===== config.mk =====
export PLATFORM = sky130hd
export DESIGN_NAME = instr_fetch_stage
export DESIGN_NICKNAME = d
export VERILOG_FILES = /design/src/rtl/rv_fetch_pkg.sv /design/src/rtl/fetch_fifo.sv /design/src/rtl/instr_fetch_stage.sv
export SDC_FILE = /design/constraint.sdc
export NUM_CORES = 1
export LEC_CHECK = 0
export ABC_CLOCK_PERIOD_IN_PS = 3800
export CELL_PAD_IN_SITES_DETAIL_PLACEMENT = 0
export CELL_PAD_IN_SITES_GLOBAL_PLACEMENT = 1
export CORE_UTILIZATION = 48
export DETAILED_ROUTE_END_ITERATION = 8
export DONT_BUFFER_PORTS = 1
export PLACE_DENSITY = 0.78
export SYNTH_ARGS = -nofsm -noshare
export SYNTH_HDL_FRONTEND = slang
export SYNTH_SLANG_ARGS = --single-unit

===== constraint.sdc =====
create_clock -name clk -period 3.8 [get_ports clk]
set_input_delay 0.38 -clock clk [delete_from_list [all_inputs] [get_ports clk]]
set_output_delay 0.38 -clock clk [all_outputs]
set_load 0.05 [all_outputs]

===== src/rtl/rv_fetch_pkg.sv =====
// Shared constants and types for the instruction fetch stage.
package rv_fetch_pkg;

    // Opcode value that halts fetch once its word is delivered.
    localparam logic [6:0] HALT_OPCODE = 7'h7F;

    // PC control codes: RUN advances the PC, HOLD freezes it.
    localparam logic [6:0] PC_SCR_RUN  = 7'h00;
    localparam logic [6:0] PC_SCR_HOLD = 7'h7F;

    // Opcode field position within an instruction word.
    localparam int OPCODE_LSB = 0;
    localparam int OPCODE_MSB = 6;

    typedef enum logic {
        ST_RUN,
        ST_HALTED
    } fetch_state_e;

endpackage


===== src/rtl/fetch_fifo.sv =====
// Small synchronous FIFO of {pc, instr} entries between fetch and decode.
module fetch_fifo #(
    parameter int ADDR_WIDTH = 32,
    parameter int DATA_WIDTH = 32,
    parameter int DEPTH      = 2,
    localparam int PW        = $clog2(DEPTH),
    localparam int CW        = $clog2(DEPTH) + 1
) (
    input  logic                  clk,
    input  logic                  rst,
    input  logic                  flush,
    input  logic                  push,
    input  logic [ADDR_WIDTH-1:0] push_pc,
    input  logic [DATA_WIDTH-1:0] push_instr,
    input  logic                  pop,
    output logic                  valid,
    output logic [ADDR_WIDTH-1:0] head_pc,
    output logic [DATA_WIDTH-1:0] head_instr,
    output logic [CW-1:0]         count
);

    localparam logic [CW-1:0] FULL = CW'(DEPTH);

    logic [DEPTH-1:0][ADDR_WIDTH+DATA_WIDTH-1:0] mem;
    logic [PW-1:0] wr_ptr;
    logic [PW-1:0] rd_ptr;
    logic          push_ok;
    logic          pop_ok;

    // Pop on empty is ignored; push on full is only allowed alongside a pop.
    always_comb begin
        pop_ok  = pop & (count != '0);
        push_ok = push & ((count != FULL) | pop_ok);
    end

    // Storage, wrap-around pointers and occupancy; flush empties without clearing data.
    always_ff @(posedge clk) begin
        if (!rst) begin
            mem    <= '0;
            wr_ptr <= '0;
            rd_ptr <= '0;
            count  <= '0;
        end else if (flush) begin
            wr_ptr <= '0;
            rd_ptr <= '0;
            count  <= '0;
        end else begin
            if (push_ok) begin
                mem[wr_ptr] <= {push_pc, push_instr};
                wr_ptr      <= wr_ptr + 1'b1;
            end
            if (pop_ok)
                rd_ptr <= rd_ptr + 1'b1;
            count <= count + CW'(push_ok) - CW'(pop_ok);
        end
    end

    // Head of queue is presented directly from storage.
    always_comb begin
        valid      = (count != '0);
        head_pc    = mem[rd_ptr][ADDR_WIDTH+DATA_WIDTH-1:DATA_WIDTH];
        head_instr = mem[rd_ptr][DATA_WIDTH-1:0];
    end

endmodule


===== src/rtl/instr_fetch_stage.sv =====
// Fetch stage: issues PC to imem, captures responses into a FIFO for decode,
// back-pressures the PC via pc_scr and freezes after a halt opcode.
module instr_fetch_stage #(
    parameter int         ADDR_WIDTH  = 32,
    parameter int         DATA_WIDTH  = 32,
    parameter int         FIFO_DEPTH  = 2,
    parameter logic [6:0] HALT_OPCODE = rv_fetch_pkg::HALT_OPCODE
) (
    input  logic                  clk,
    input  logic                  rst,
    input  logic [ADDR_WIDTH-1:0] pc_in,
    output logic [6:0]            pc_scr_out,
    output logic                  imem_en,
    output logic [ADDR_WIDTH-1:0] imem_addr,
    input  logic [DATA_WIDTH-1:0] imem_rdata,
    input  logic                  flush,
    output logic                  id_valid,
    input  logic                  id_ready,
    output logic [DATA_WIDTH-1:0] id_instr,
    output logic [ADDR_WIDTH-1:0] id_pc,
    output logic                  halted
);

    import rv_fetch_pkg::*;

    localparam int CW = $clog2(FIFO_DEPTH) + 1;
    localparam int OW = CW + 1;

    fetch_state_e          state_q, state_d;
    logic [CW-1:0]         count;
    logic [OW-1:0]         occupancy;
    logic                  pop;
    logic                  issue;
    // vld_pipe[0]: request issued this cycle, vld_pipe[1]: response due this cycle.
    logic [1:0]            vld_pipe;
    logic [ADDR_WIDTH-1:0] req_pc;
    logic                  flush_q;
    logic                  accept;
    logic                  halt_hit;

    // Issue only while running and while every outstanding word is guaranteed a FIFO slot.
    always_comb begin
        pop         = id_valid & id_ready;
        occupancy   = OW'(count) + OW'(vld_pipe[1]) - OW'(pop);
        issue       = (state_q == ST_RUN) & ~flush & (occupancy < OW'(FIFO_DEPTH));
        vld_pipe[0] = issue;
        imem_en     = issue;
        imem_addr   = pc_in;
        pc_scr_out  = issue ? PC_SCR_RUN : PC_SCR_HOLD;
    end

    // Track the in-flight request, its address, and a one-cycle flush shadow.
    always_ff @(posedge clk) begin
        if (!rst) begin
            vld_pipe[1] <= 1'b0;
            req_pc      <= '0;
            flush_q     <= 1'b0;
        end else begin
            vld_pipe[1] <= vld_pipe[0];
            if (issue)
                req_pc <= pc_in;
            flush_q <= flush;
        end
    end

    // A response is kept unless flushed (now or last cycle) or fetch has already halted.
    always_comb begin
        accept   = vld_pipe[1] & ~flush & ~flush_q & (state_q == ST_RUN);
        halt_hit = accept & (imem_rdata[OPCODE_MSB:OPCODE_LSB] == HALT_OPCODE);
    end

    // State register.
    always_ff @(posedge clk) begin
        if (!rst)
            state_q <= ST_RUN;
        else
            state_q <= state_d;
    end

    // Next state: a delivered halt word freezes fetch until reset.
    always_comb begin
        state_d = state_q;
        case (state_q)
            ST_RUN:    if (halt_hit) state_d = ST_HALTED;
            ST_HALTED: state_d = ST_HALTED;
            default:   state_d = ST_RUN;
        endcase
    end

    assign halted = (state_q == ST_HALTED);

    fetch_fifo #(
        .ADDR_WIDTH (ADDR_WIDTH),
        .DATA_WIDTH (DATA_WIDTH),
        .DEPTH      (FIFO_DEPTH)
    ) u_fifo (
        .clk        (clk),
        .rst        (rst),
        .flush      (flush),
        .push       (accept),
        .push_pc    (req_pc),
        .push_instr (imem_rdata),
        .pop        (pop),
        .valid      (id_valid),
        .head_pc    (id_pc),
        .head_instr (id_instr),
        .count      (count)
    );

endmodule


==> flow_metrics.tcl <==
set metrics [dict create \
    diodes 0 \
    gp_congestion 0.749 \
    syn-mean-instance-area_um2 9.51 \
    area_delta_synth_final_pct 5.59 \
    cts_hold_buf 0 \
    synth_cell_types 29 \
    syn_area_um2 7440 \
    p_leak_nw 3.44 \
    grtUsageTotal_pct 19.4 \
    cp_max_fo 7 \
    most-common-layout-cells "194 x nand2_1, 166 x dfxtp_1, 128 x mux2i_1" \
    cts-root-buf "clkbuf_16" \
    synth_top_area_share_pct 45.0 \
    period_minus_slack_ns 3.09 \
    die_y_um 126 \
    finalNetCount 783 \
    cts_inserted_buffers 17 \
    ys_seq_area_share_pct 45.0 \
    post-dp-hpwl_um 9150 \
    drive_gt1_share_pct 15.2 \
    syn-num-nets 854 \
    core_um2 15100 \
    synth-seq-cells 167 \
    clk_pin_slew_worst_paths_ns 0.06 \
    io_buffers 0 \
    final-hold-violation-count 0 \
    detailedPlace.worstSlack_ns 0.887 \
    netlist.top_cell.by_area "dfxtp_1" \
    drtIter0Drc 239 \
    slowest_stage "dfxtp_1" \
    via_per_inst 5.38 \
    status "finished clean" \
    tns_ns 0 \
    async_flop_share_pct 0 \
    p_per_area_nw_per_um2 494 \
    finalMaxSlewViolations 0 \
    min_path_type "primary input to flip-flop" \
    final.setup_skew_ns 0.00840 \
    synthCells 782 \
    cts_tree "yes" \
    tightest_slew_ns 1.14 \
    maxCapViolCount 0 \
    die_w_um 126 \
    synth_area_leaders "dfxtp_1 45%, mux2i_1 17%, nand2_1 9.8%" \
    ios 174 \
    path_cells "o21a_1 > ha_1 > inv_1 > nand2_1 > fa_1 > xnor2_2 > nand2_4 > buf_12" \
    fmax_ghz 0.323 \
    yosysWarnings 0 \
    num_vias 4904 \
    wl_um 15400 \
    worst_slack_ns 0.709 \
    ant_nets 0 \
    grt_max_degree 229 \
    fin_crit_sh_pct 81.4 \
    peakVddDrop_mv 0.259 \
    path_class "flip-flop to output pin" \
    slew_headroom_pct 24.2 \
    rsz0062_at_grt "false" \
    grt_pass1_wl_um 24300 \
    drtPass1Iterations 4 \
    cp_slowest_stage_delay_ns 0.53 \
    dieArea_um2 16000 \
    wire_per_inst_um 16.8 \
    cts_resized 0 \
    worstSkewPairLatency_ns 0.42 \
    critPathCaptureType "output pin" \
    crit_required_ns 3.42 \
    placementRows 45 \
    cts.sinks 167 \
    grt_pass1_vias 4906 \
    drc 0 \
    synth_edf_count 0 \
    cts_setup_buffers 0 \
    mostFrequentLayoutCell "nand2_1" \
    clock_tree.buffer_depth 2 \
    start_util_pct 49.1 \
    h-tree-depth 4 \
    start_kind "flip-flop" \
    overflow 0 \
    setup_viol_count_final 0 \
    antenna_found_initial 0 \
    ys.flop_type "dfxtp_1" \
    cp_data_arrival_time_ns 2.71 \
]
## flip-flops by register name (all words and copies together) (netlist names)
name,count
u_fifo.wr_ptr,1
req_pc,32
halted,1
u_fifo.count,2
vld_pipe,1
flush_q,1
u_fifo.mem,128
u_fifo.rd_ptr,1
## cell usage after synthesis, types with 2 or more instances
cell type,number
nand3_1,33
nand2_1,195
a21boi_0,32
nor3_1,2
mux2_2,64
nor2_1,4
o21ai_0,33
o21a_1,2
xnor2_1,3
inv_1,6
buf_4,44
dfxtp_1,167
clkbuf_1,45
mux2i_1,128
ha_1,3
buf_2,6
nor3b_1,2
buf_6,2
## layout make-up
cell class	instances	area (um^2)
clock buffer	20	437
clock inverter	12	178
fill	1368	7290
inverter	6	22.5
multi-input combinational	512	3560
sequential	167	3350
tap	188	235
timing repair buffer	7	77.6
## power breakdown
group	internal [mW]	total (mW)	leakage, nW	switching [mW]
logic	0.0834	0.273	1.80	0.189
clock network	1.10	1.79	0.286	0.690
registers	1.79	1.82	1.35	0.0227
total	2.98	3.88	3.44	0.902
## layer usage
metal | up-vias | wire, um | part of all wire (%) | GRT usage (%)
met5 | - | 0 | 0 | 0
met3 | 12 | 871 | 5.7 | 5.86
met2 | 110 | 7330 | 48 | 33.0
li1 | 2447 | - | - | -
met1 | 2335 | 6990 | 45 | 23.3
met4 | 0 | 174 | 1.1 | 6.45
## per-stage QoR
stage | cells | util, % | total power [mW] | hold WS [ns] | cell area (um^2)
6_report | 912 | 51.8 | 3.88 | 0.0873 | 7850
5_1_grt | 912 | 51.8 | 4.03 | 0.0642 | 7850
4_1_cts | 912 | 51.8 | 3.93 | 0.0653 | 7850
3_5_place_dp | 880 | 47.8 | 2.13 | 0.445 | 7240
3_3_place_gp | 880 | 47.8 | 2.12 | 0.439 | 7240
2_1_floorplan | 782 | - | 2.21 | 0.432 | 7440
## critical path, delay by kind of cell, from the launching register on
family,cells,cell delay [ns]
buffers and inverters,2,0.44
xor gates and xnor gates,1,0.20
DFF,1,0.53
AOI/OAI and AO/OA,1,0.23
adders and majority gates,2,0.70
and+or+nand+nor,2,0.19
## final timing paths
path | from | endpoint | slack [ns] | cells past startpoint
hold reg to reg | u_fifo.mem[13] | u_fifo.mem[13] | 0.45 | 2
hold / removal | flush | flush_q | 0.09 | 1
setup / recovery | u_fifo.count[1] | pc_scr_out[0] | 0.71 | 8
setup reg to reg | u_fifo.count[1] | req_pc[18] | 0.93 | 8
## kinds of logic after synthesis
group	synth area share, %
AOI/OAI and AO/OA	5.72
xor gates and xnor gates	0.471
adders and majority gates	0.774
buffers and inverters	7.72
DFF	45.0
muxes	26.9
and+or+nand+nor	13.4
Power figures use the tool's default switching activity.
